## src/rtl/dht_scheduler.sv

```systemverilog
// Request scheduler between a byte command channel, a DHT11 driver and a UART transmitter.
// Serves cached readings inside the minimum acquisition gap and runs an optional periodic report.
module dht_scheduler #(
    parameter int MIN_GAP_CYC     = 100000000,
    parameter int ACQ_TIMEOUT_CYC = 5000000,
    parameter int CONT_PERIOD_CYC = 150000000
) (
    input  logic        clk_50mhz,
    input  logic        reset,
    input  logic        req_valid,
    input  logic [7:0]  req_cmd,
    output logic        dht_start,
    input  logic        dht_wait,
    input  logic        dht_error,
    input  logic [39:0] dht_data,
    output logic [7:0]  tx_data,
    output logic        tx_start,
    input  logic        tx_busy,
    output logic        busy,
    output logic        cont_active,
    output logic [3:0]  dbg_state_o
);
    localparam logic [3:0] S_IDLE     = 4'd0;
    localparam logic [3:0] S_DECODE   = 4'd1;
    localparam logic [3:0] S_START    = 4'd2;
    localparam logic [3:0] S_WAIT_HI  = 4'd3;
    localparam logic [3:0] S_WAIT_LO  = 4'd4;
    localparam logic [3:0] S_CHECK    = 4'd5;
    localparam logic [3:0] S_TX0      = 4'd6;
    localparam logic [3:0] S_TX0_DONE = 4'd7;
    localparam logic [3:0] S_TX1      = 4'd8;
    localparam logic [3:0] S_TX1_DONE = 4'd9;

    localparam logic [31:0] GAP      = 32'(MIN_GAP_CYC);
    localparam logic [31:0] TMO_LAST = 32'(ACQ_TIMEOUT_CYC - 1);
    localparam logic [31:0] PER_LAST = 32'(CONT_PERIOD_CYC - 1);

    logic [3:0]  state_q, state_d;
    logic [7:0]  cmd_q, cmd_d;
    logic        pend_valid_q, pend_valid_d;
    logic [7:0]  pend_cmd_q, pend_cmd_d;
    logic        tick_pend_q, tick_pend_d;
    logic        cont_q, cont_d;
    logic        sel_hum_q, sel_hum_d;
    logic        cache_valid_q, cache_valid_d;
    logic [7:0]  hum_q, hum_d;
    logic [7:0]  temp_q, temp_d;
    logic [31:0] age_q, age_d;
    logic [31:0] tmo_q, tmo_d;
    logic [31:0] per_q, per_d;
    logic        err_q, err_d;
    logic [7:0]  val_q, val_d;
    logic [7:0]  tx_data_q, tx_data_d;
    logic        tx_start_q, tx_start_d;
    logic        dht_start_q, dht_start_d;

    logic        go_tx, tick, acq_to;
    logic [7:0]  rsp_code, rsp_val, sum;

    function automatic logic [15:0] read_rsp(input logic [7:0] cmd, input logic [7:0] hum,
                                             input logic [7:0] temp);
        case (cmd)
            8'h00:        read_rsp = 16'h0700;
            8'h01, 8'h03: read_rsp = {8'h09, temp};
            default:      read_rsp = {8'h08, hum};
        endcase
    endfunction

    always_comb begin
        state_d       = state_q;
        cmd_d         = cmd_q;
        pend_valid_d  = pend_valid_q;
        pend_cmd_d    = pend_cmd_q;
        cont_d        = cont_q;
        sel_hum_d     = sel_hum_q;
        cache_valid_d = cache_valid_q;
        hum_d         = hum_q;
        temp_d        = temp_q;
        tmo_d         = tmo_q;
        err_d         = err_q;
        val_d         = val_q;
        tx_data_d     = tx_data_q;
        tx_start_d    = tx_start_q;
        dht_start_d   = dht_start_q;
        go_tx         = 1'b0;
        rsp_code      = 8'h00;
        rsp_val       = 8'h00;
        tick          = 1'b0;
        sum           = dht_data[39:32] + dht_data[31:24] + dht_data[23:16] + dht_data[15:8];
        acq_to        = (tmo_q >= TMO_LAST);
        age_d         = (age_q >= GAP) ? age_q : age_q + 32'd1;

        if (!cont_q) begin
            per_d = 32'd0;
        end else if (per_q >= PER_LAST) begin
            per_d = 32'd0;
            tick  = 1'b1;
        end else begin
            per_d = per_q + 32'd1;
        end
        tick_pend_d = tick_pend_q | tick;

        // Latest request wins while a transaction is in flight.
        if (req_valid && state_q != S_IDLE) begin
            pend_valid_d = 1'b1;
            pend_cmd_d   = req_cmd;
        end

        case (state_q)
            S_IDLE: begin
                if (req_valid) begin
                    cmd_d        = req_cmd;
                    pend_valid_d = 1'b0;
                    state_d      = S_DECODE;
                end else if (pend_valid_q) begin
                    cmd_d        = pend_cmd_q;
                    pend_valid_d = 1'b0;
                    state_d      = S_DECODE;
                end else if (tick_pend_q) begin
                    cmd_d       = sel_hum_q ? 8'h02 : 8'h01;
                    tick_pend_d = tick;
                    state_d     = S_DECODE;
                end
            end
            S_DECODE: begin
                if (cmd_q <= 8'h04) begin
                    if (cmd_q == 8'h03 || cmd_q == 8'h04) begin
                        cont_d      = 1'b1;
                        sel_hum_d   = (cmd_q == 8'h04);
                        per_d       = 32'd0;
                        tick_pend_d = 1'b0;
                    end
                    if (!cache_valid_q || age_q >= GAP) begin
                        state_d     = S_START;
                        tmo_d       = 32'd0;
                        dht_start_d = 1'b1;
                    end else begin
                        go_tx               = 1'b1;
                        {rsp_code, rsp_val} = read_rsp(cmd_q, hum_q, temp_q);
                    end
                end else if (cmd_q == 8'h05) begin
                    cont_d      = 1'b0;
                    per_d       = 32'd0;
                    tick_pend_d = 1'b0;
                    go_tx       = 1'b1;
                    rsp_code    = 8'h0A;
                end else begin
                    go_tx    = 1'b1;
                    rsp_code = 8'hFF;
                    rsp_val  = cmd_q;
                end
            end
            S_START, S_WAIT_HI, S_WAIT_LO: begin
                tmo_d = tmo_q + 32'd1;
                if (state_q == S_WAIT_LO && !dht_wait) begin
                    err_d   = dht_error;
                    state_d = S_CHECK;
                end else if (acq_to) begin
                    go_tx         = 1'b1;
                    rsp_code      = 8'h1F;
                    dht_start_d   = 1'b0;
                    cache_valid_d = 1'b0;
                end else if (state_q == S_WAIT_HI) begin
                    state_d = S_WAIT_LO;
                end else if (state_q == S_START && dht_wait) begin
                    dht_start_d = 1'b0;
                    state_d     = S_WAIT_HI;
                end
            end
            S_CHECK: begin
                go_tx = 1'b1;
                if (err_q || sum != dht_data[7:0]) begin
                    rsp_code = 8'h1F;
                end else begin
                    cache_valid_d       = 1'b1;
                    hum_d               = dht_data[39:32];
                    temp_d              = dht_data[23:16];
                    age_d               = 32'd0;
                    {rsp_code, rsp_val} = read_rsp(cmd_q, dht_data[39:32], dht_data[23:16]);
                end
            end
            S_TX0, S_TX1: begin
                if (tx_busy) begin
                    tx_start_d = 1'b0;
                    state_d    = (state_q == S_TX0) ? S_TX0_DONE : S_TX1_DONE;
                end
            end
            S_TX0_DONE: begin
                if (!tx_busy) begin
                    tx_data_d  = val_q;
                    tx_start_d = 1'b1;
                    state_d    = S_TX1;
                end
            end
            S_TX1_DONE: begin
                if (!tx_busy) state_d = S_IDLE;
            end
            default: state_d = S_IDLE;
        endcase

        if (go_tx) begin
            state_d    = S_TX0;
            tx_data_d  = rsp_code;
            val_d      = rsp_val;
            tx_start_d = 1'b1;
        end
    end

    always_ff @(posedge clk_50mhz) begin
        if (reset) begin
            state_q       <= S_IDLE;
            cmd_q         <= 8'h00;
            pend_valid_q  <= 1'b0;
            pend_cmd_q    <= 8'h00;
            tick_pend_q   <= 1'b0;
            cont_q        <= 1'b0;
            sel_hum_q     <= 1'b0;
            cache_valid_q <= 1'b0;
            hum_q         <= 8'h00;
            temp_q        <= 8'h00;
            age_q         <= 32'd0;
            tmo_q         <= 32'd0;
            per_q         <= 32'd0;
            err_q         <= 1'b0;
            val_q         <= 8'h00;
            tx_data_q     <= 8'h00;
            tx_start_q    <= 1'b0;
            dht_start_q   <= 1'b0;
        end else begin
            state_q       <= state_d;
            cmd_q         <= cmd_d;
            pend_valid_q  <= pend_valid_d;
            pend_cmd_q    <= pend_cmd_d;
            tick_pend_q   <= tick_pend_d;
            cont_q        <= cont_d;
            sel_hum_q     <= sel_hum_d;
            cache_valid_q <= cache_valid_d;
            hum_q         <= hum_d;
            temp_q        <= temp_d;
            age_q         <= age_d;
            tmo_q         <= tmo_d;
            per_q         <= per_d;
            err_q         <= err_d;
            val_q         <= val_d;
            tx_data_q     <= tx_data_d;
            tx_start_q    <= tx_start_d;
            dht_start_q   <= dht_start_d;
        end
    end

    assign dht_start   = dht_start_q;
    assign tx_data     = tx_data_q;
    assign tx_start    = tx_start_q;
    assign busy        = (state_q != S_IDLE);
    assign cont_active = cont_q;
    assign dbg_state_o = state_q;
endmodule

```

## config.mk

```make
export PLATFORM = sky130hd
export DESIGN_NAME = dht_scheduler
export DESIGN_NICKNAME = d
export VERILOG_FILES = /design/src/rtl/dht_scheduler.sv
export SDC_FILE = /design/constraint.sdc
export NUM_CORES = 1
export LEC_CHECK = 0
export ABC_AREA = 1
export ABC_CLOCK_PERIOD_IN_PS = 4600
export CAP_MARGIN = 5
export CORE_AREA = 4 4 169 171
export CTS_CLUSTER_DIAMETER = 40
export DETAILED_ROUTE_END_ITERATION = 16
export DIE_AREA = 0 0 173 175
export SETUP_SLACK_MARGIN = 0.05
export SYNTH_ARGS = -nofsm -noshare
export SYNTH_HDL_FRONTEND = slang
export SYNTH_SLANG_ARGS = --single-unit
```

## constraint.sdc

```tcl
create_clock -name clk_50mhz -period 4.6 [get_ports clk_50mhz]
set_clock_uncertainty 0.2 [all_clocks]
set_input_delay 1.15 -clock clk_50mhz [delete_from_list [all_inputs] [get_ports clk_50mhz]]
set_output_delay 1.15 -clock clk_50mhz [all_outputs]
set_load 0.005 [all_outputs]
```

==> impl_metrics.tcl, run 1 <==
set metrics [dict create \
    ctsHoldBuffers 0 \
    cts_tree "yes" \
    hold_viol_final 0 \
    ys_async_sr_fraction_pct 0 \
    grt_pass1_wl_um 41200 \
    pre_cts_slack_ns -0.512 \
    rrSetupSlack_ns 1.73 \
    via_per_inst 4.92 \
    critical-path-slowest-cell "fa_1" \
    power.share.sequential_pct 34.0 \
    via_count 9120 \
    crit_type "in2reg" \
    ios 70 \
    swShare_pct 38.7 \
    synth-edff-count 0 \
    r2r_cells 9 \
    synth_top_area_share_pct 33.4 \
    cts_num_sinks 156 \
    final_area_um2 11200 \
    synth_area_per_cell_um2 6.60 \
    use_met2_pct 24.8 \
    drtPass1Iterations 5 \
    fillers 2793 \
    max-cap-violations 0 \
    grtUsageTotal_pct 16.3 \
    synth_top_cell_by_area "dfxtp_1" \
    synthCells 1415 \
    grt_pass1_vias 8294 \
    drive_gt1_share_pct 8.34 \
    grt_setup_unrepaired "yes" \
    crit_path_start_kind "input port" \
    slowest_delay_ns 0.54 \
    cp-end-kind "flop" \
    ys_seq_area_share_pct 33.4 \
    root_buffer "clkbuf_16" \
    ys_top_cells_by_count "nand2_1, inv_1, nor2_1" \
    crit_buf_inv 6 \
    dp_hpwl_um 18600 \
    gp_congestion 0.899 \
    leakagePower_nw 4.56 \
    drc 0 \
    cts_buffers 17 \
    clk_pin_slew_ns 0.08 \
    fp.dieH_um 175 \
    num_rows 60 \
    grtUsageMet3_pct 2.90 \
    ir_drop_uv 181 \
    grt_max_degree 54 \
    netlist_area_um2 9340 \
    yosys.cell_types.count 54 \
    p_clk_share_pct 31.2 \
    p_switching_w 0.00179 \
    status "completed" \
    critPathRequiredTime_ns 4.73 \
    wl_per_cell_um 13.4 \
    hp-class "reg2reg" \
    nets 1577 \
    cp_cell_sequence "clkdlybuf4s50_1, inv_2, fa_1, fa_1, inv_1, ha_4, nand2_1, nor3_1, nand2_1, o211ai_1, nand3_1, nand2_2, nand2_4, nor2_8, inv_6, bufbuf_16, o2111ai_1, inv_1" \
    diodes 0 \
    ant_nets 0 \
    tightest_slew_ns 1.11 \
    critPathTopFamily "adder cells" \
    die-area_um2 30300 \
    io_buffers 69 \
    yosys_warnings 0 \
    min_path_cells 2 \
    clock_path_buffers 2 \
    combPwrFrac_pct 34.8 \
    powerDensity_nw_per_um2 414 \
    area_delta_synth_final_pct 19.9 \
    ys_ff_latch 156 \
    htree_levels 4 \
    die_x_um 173 \
    finalMaxSlewViolations 0 \
    core_um2 26900 \
    path_depth 18 \
    min_period_ns 4.40 \
    setup_viol 0 \
    slew_headroom_pct 25.5 \
    top_usage_layer "met2" \
    fin_crit_sh_pct 95.7 \
    worstPathArrival_ns 4.53 \
    synth_flop_cell "dfxtp_1" \
    dr.first_iter.drc_count 668 \
    overflow 0 \
    grt_use_met1_pct 23.5 \
    internal_power_w 0.00284 \
    antenna_found_initial 0 \
    setup_slack_ns 0.196 \
    start_util_pct 34.8 \
    insertion_delay_ns 0.44 \
    fmax_ghz 0.227 \
    synth_area_leaders "dfxtp_1, nand2_1, inv_1, nor2_1, nand3_1" \
    synth_most_common_cell "nand2_1" \
    wl_um 24800 \
    dpl_cell_area_um2 10500 \
    whs_ns 0.234 \
    path_max_fanout 9 \
]
-- sequential cells by signal, summed over array words and instances (netlist names), 4 cells and up --
name         count
age_q           32
per_q           32
tmo_q           32
cmd_q            8
hum_q            8
pend_cmd_q       8
temp_q           8
tx_data          8
val_q            8
dbg_state_o      4
-- path summary, 6_finish.rpt --
| path | to | start |
|---|---|---|
| setup / recovery | age_q[22]$_SDFF_PP0_ | dht_data[22] |
| setup reg to reg | age_q[22]$_SDFF_PP0_ | dbg_state_o[1]$_SDFFE_PP0P_ |
| hold / removal | age_q[29]$_SDFF_PP0_ | age_q[29]$_SDFF_PP0_ |
| hold reg to reg | age_q[29]$_SDFF_PP0_ | age_q[29]$_SDFF_PP0_ |
-- layout make-up --
class | count | area [um^2] | share of cell area (%)
Tap cell | 341 | 427 | 3.81
Timing Repair Buffer | 97 | 948 | 8.46
Inverter | 206 | 783 | 6.99
Multi-Input combinational cell | 1020 | 5320 | 47.5
Clock inverter | 14 | 165 | 1.47
Sequential cell | 156 | 3120 | 27.9
Clock buffer | 18 | 439 | 3.92
-- cells by family (layout without fill, tap and decap cells) --
family | after synthesis | in the layout | share of synthesized area [%]
AO/OA/AOI/OAI | 177 | 177 | 10.7
XOR/XNOR | 34 | 34 | 3.19
adder cells (fa/ha/maj) | 25 | 25 | 4.47
buffers and inverters | 242 | 335 | 10.3
flip-flops | 156 | 156 | 33.4
other | 1 | 4 | 0.0401
AND/OR/NAND/NOR | 780 | 780 | 37.8
-- per-layer routing --
metal	wire length (um)	vias to the layer above
li1	-	4747
met4	394	0
met5	0	-
met1	12600	4097
met2	10400	243
met3	1430	33
-- power groups by stage --
stage	Sequential, W	Clock [W]	Combinational, W
4_1_cts	0.00158	0.00148	0.00160
3_5_place_dp	0.00161	0	0.00159
2_1_floorplan	0.00158	0	0.00107
6_report	0.00158	0.00145	0.00161
3_3_place_gp	0.00160	0	0.00159
5_1_grt	0.00159	0.00154	0.00182
-- layout by cell type, fill, tap and decap left out, types with 4 or more instances in the layout --
master	count
inv_2	7
clkdlybuf4s50_1	64
nand3_1	94
nand3_2	6
buf_4	23
dfxtp_1	156
conb_1	4
nor4_1	12
a21oi_1	66
nand2_2	6
a211oi_1	7
xor2_1	29
o21ai_0	62
inv_8	7
nor3_1	47
a311oi_1	5
nand2_1	331
dlygate4sd2_1	4
a31oi_1	10
xnor2_1	5
nand3b_1	9
or2_2	13
nand4_1	48
nor2_2	8
fa_1	13
ha_1	9
nor3b_1	8
clkbuf_16	17
o21ai_1	4
nor2_1	183
inv_1	195
o21ai_2	4
a22o_1	5
-- through the flow --
stage / setup TNS, ns / util [%] / power [W] / instances
2_1_floorplan: 0 / - / 0.00265 / 1418
3_3_place_gp: -22.94 / 39.0 / 0.00319 / 1816
3_5_place_dp: -27.15 / 39.0 / 0.00319 / 1816
4_1_cts: 0 / 41.5 / 0.00466 / 1850
5_1_grt: 0 / 41.7 / 0.00495 / 1852
6_report: 0 / 41.7 / 0.00464 / 1852
-- worst register-to-register path: cells and delay by family (launching register included) --
kind | cells | cell delay, ns
flip-flops | 1 | 0.39
AND/OR/NAND/NOR | 3 | 1.19
AO/OA/AOI/OAI | 1 | 0.09
buffers and inverters | 5 | 0.90
-- what timing repair did --
| action | in CTS | in global routing |
|---|---|---|
| endpoints found under the setup margin | 44 | 61 |
| pin swaps | 8 | 9 |
| cloned | 1 | 0 |
| setup buffers | 1 | 2 |
| hold endpoints to repair | 0 | 0 |
| gates resized for setup | 19 | 6 |
Power figures use the tool's default switching activity.
==> run 2, diff against run 1 <==
--- a/config.mk
+++ b/config.mk
@@ -5,13 +5,12 @@
 export SDC_FILE = /design/constraint.sdc
 export NUM_CORES = 1
 export LEC_CHECK = 0
-export ABC_AREA = 1
 export ABC_CLOCK_PERIOD_IN_PS = 4600
-export CAP_MARGIN = 5
-export CORE_AREA = 4 4 169 171
+export CAP_MARGIN = 30
+export CORE_AREA = 4 4 130 194
 export CTS_CLUSTER_DIAMETER = 40
 export DETAILED_ROUTE_END_ITERATION = 16
-export DIE_AREA = 0 0 173 175
+export DIE_AREA = 0 0 134 198
 export SETUP_SLACK_MARGIN = 0.05
 export SYNTH_ARGS = -nofsm -noshare
 export SYNTH_HDL_FRONTEND = slang
==> run 2 against run 1 <==
Worst setup slack lost 0.040 ns. Clock-buffer cell count shrank 1. Power shrank 1.8%. Die area shrank 12%. Clock power grew 5%. Synthesized cell count shrank 33%. Critical path type unchanged. Largest cell class unchanged.
==> impl_metrics.tcl, run 2 <==
set metrics [dict create \
    crit_path_start_kind "input port" \
    die-area_um2 26500 \
    fillers 2343 \
    fp.dieH_um 198 \
    htree_levels 4 \
    die_x_um 134 \
    worstPathArrival_ns 4.57 \
    r2r_end "tx_data[2]$_SDFFE_PP0P_" \
    min_to "pend_cmd_q[6]$_SDFFE_PP0P_" \
    via_count 6805 \
    ant_nets 0 \
    area_delta_synth_final_pct 22.8 \
    grt_pass1_wl_um 33000 \
    synth_top_cell_by_area "dfxtp_1" \
    synth_flop_cell "dfxtp_1" \
    slew_headroom_pct 35.7 \
    powerDensity_nw_per_um2 459 \
    overflow 0 \
    ys_seq_area_share_pct 38.6 \
    finalCoreUtilization_pct 42.1 \
    grt_setup_unrepaired "yes" \
    gp_congestion 0.804 \
    tightest_slew_ns 0.959 \
    cts_num_sinks 156 \
    synth_top_area_share_pct 38.6 \
    rrSetupSlack_ns 1.34 \
    num_rows 69 \
    leakagePower_nw 3.42 \
    clock_path_buffers 2 \
    reg.largest.list "age_q (32), per_q (32), tmo_q (32)" \
    crit_type "in2reg" \
    insertion_delay_ns 0.43 \
    root_buffer "clkbuf_16" \
    ys_top_cells_by_count "dfxtp_1, nor2_1, nand2_1" \
    synthCells 950 \
    path_max_fanout 14 \
    core_um2 23600 \
    drtPass1Iterations 5 \
    ys_async_sr_fraction_pct 0 \
    wl_um 19600 \
    ios 70 \
    yosys_warnings 0 \
    grtUsageTotal_pct 15.3 \
    synth_area_leaders "dfxtp_1, nor2_1, xnor2_1, xor2_1, nand2_1" \
    nets 1105 \
    max-cap-violations 0 \
    dr.first_iter.drc_count 374 \
    netlist_area_um2 8090 \
    mostFrequentLayoutCell "dfxtp_1" \
    synth_area_per_cell_um2 8.51 \
    fin_crit_sh_pct 96.6 \
    start_util_pct 34.3 \
    drive_gt1_share_pct 10.0 \
    hp-class "reg2reg" \
    cts_buffers 17 \
    min-delay-start "pend_cmd_q[6]$_SDFFE_PP0P_" \
    antenna_found_initial 0 \
    wl_per_cell_um 14.4 \
    cts_tree "yes" \
    r2r_cells 7 \
    synth-edff-count 0 \
    ys_ff_latch 156 \
    r2r-start "dbg_state_o[2]$_SDFFE_PP0P_" \
    grt_pass1_vias 6744 \
    fmax_ghz 0.225 \
    clk_pin_slew_ns 0.06 \
    setup_viol 0 \
    yosys.cell_types.count 76 \
    io_buffers 69 \
    finalMaxSlewViolations 0 \
    dp_hpwl_um 14500 \
    via_per_inst 5.01 \
    fin_total_pwr_w 0.00455 \
    min_path_cells 2 \
    min_period_ns 4.44 \
    cp-end-kind "flop" \
    synth_most_common_cell "dfxtp_1" \
    drc 0 \
    critPathRequiredTime_ns 4.72 \
    status "completed" \
    hold_viol_final 0 \
    final_cell_mix "dfxtp_1, nor2_1, nand2_1" \
    ctsHoldBuffers 0 \
    whs_ns 0.256 \
    grt_max_degree 40 \
    ir_drop_uv 263 \
    diodes 0 \
]
run 2: cell types whose count changed after synthesis, moves of 23 or more:
| cell | previous run | this run |
|---|---|---|
| nand3_1 | 95 | 40 |
| inv_1 | 198 | 33 |
| o21ai_0 | 64 | 19 |
| mux2i_1 | 0 | 23 |
| nand4_1 | 48 | 23 |
| xnor2_1 | 5 | 45 |
| nand2_1 | 332 | 88 |
| nor2_1 | 184 | 144 |
run 2: power by group:
part           switching, W  internal [W]
clock network      0.000604      0.000921
logic              0.000778      0.000622
registers          0.000162       0.00147
total               0.00154       0.00301
run 2: metrics by stage:
| stage | setup TNS, ns | worst slack, ns | instances | instance area [um^2] |
|---|---|---|---|---|
| 6_report | 0 | 0.156 | 1358 | 9930 |
| 5_1_grt | 0 | 0.0209 | 1358 | 9930 |
| 4_1_cts | 0 | 0.0539 | 1358 | 9880 |
| 3_5_place_dp | -27.66 | -0.496 | 1322 | 9170 |
| 3_3_place_gp | -24.04 | -0.431 | 1321 | 9170 |
| 2_1_floorplan | 0 | 0.0739 | 953 | 8100 |
run 2: worst max-delay path by stage:
stage,slack [ns],startpoint,to,cells past startpoint
6_report,0.16,dht_data[18],age_q[7]$_SDFF_PP0_,15
5_1_grt,0.02,dht_data[18],hum_q[6]$_SDFFE_PP0P_,15
4_1_cts,0.05,dht_data[18],hum_q[6]$_SDFFE_PP0P_,14
3_5_place_dp,-0.50,dht_data[9],age_q[12]$_SDFF_PP0_,16
3_3_place_gp,-0.43,dht_data[9],age_q[10]$_SDFF_PP0_,16
2_1_floorplan,0.07,dht_data[9],hum_q[0]$_SDFFE_PP0P_,15
run 2: layout make-up:
type	count	area [um^2]	share of cell area, %
Sequential cell	156	3120	31.5
Inverter	33	124	1.25
Clock buffer	17	425	4.28
Multi-Input combinational cell	719	4670	47.0
Clock inverter	15	211	2.13
Timing Repair Buffer	99	980	9.87
Tap cell	319	399	4.02
run 2: timing repair:
item                       4_1_cts  5_1_grt
pin swaps                       10        5
setup endpoints to repair       44       62
setup buffers                    3        1
gates cloned                     1        0
resized for setup               13        9
hold endpoints to repair         0        0
run 2: logic make-up after synthesis:
family	share of synthesized area, %
AND/OR/NAND/NOR	25.9
AO/OA/AOI/OAI	13.2
flip-flops	38.6
XOR/XNOR	9.53
buffers and inverters	4.60
adder cells (fa/ha/maj)	5.17
multiplexers	2.99
other	0.0464
run 2: worst max-delay path, cell delays in order:
cell and delay, ns:
clkdlybuf4s50_1 0.45, fa_1 0.53, fa_2 0.48, buf_4 0.15, ha_1 0.29, a21oi_2 0.18, o22ai_2 0.11, nor2_1 0.12
xnor2_1 0.10, nor4_2 0.32, buf_4 0.19, buf_4 0.12, or2_4 0.17, buf_12 0.15, nor2_1 0.05
run 2: metal layers:
layer,wire [um],up-vias,track usage (%)
met5,0,-,0
met4,414,0,5.79
met3,530,25,2.90
met2,10800,83,28.9
met1,7800,3232,16.7
li1,-,3465,-
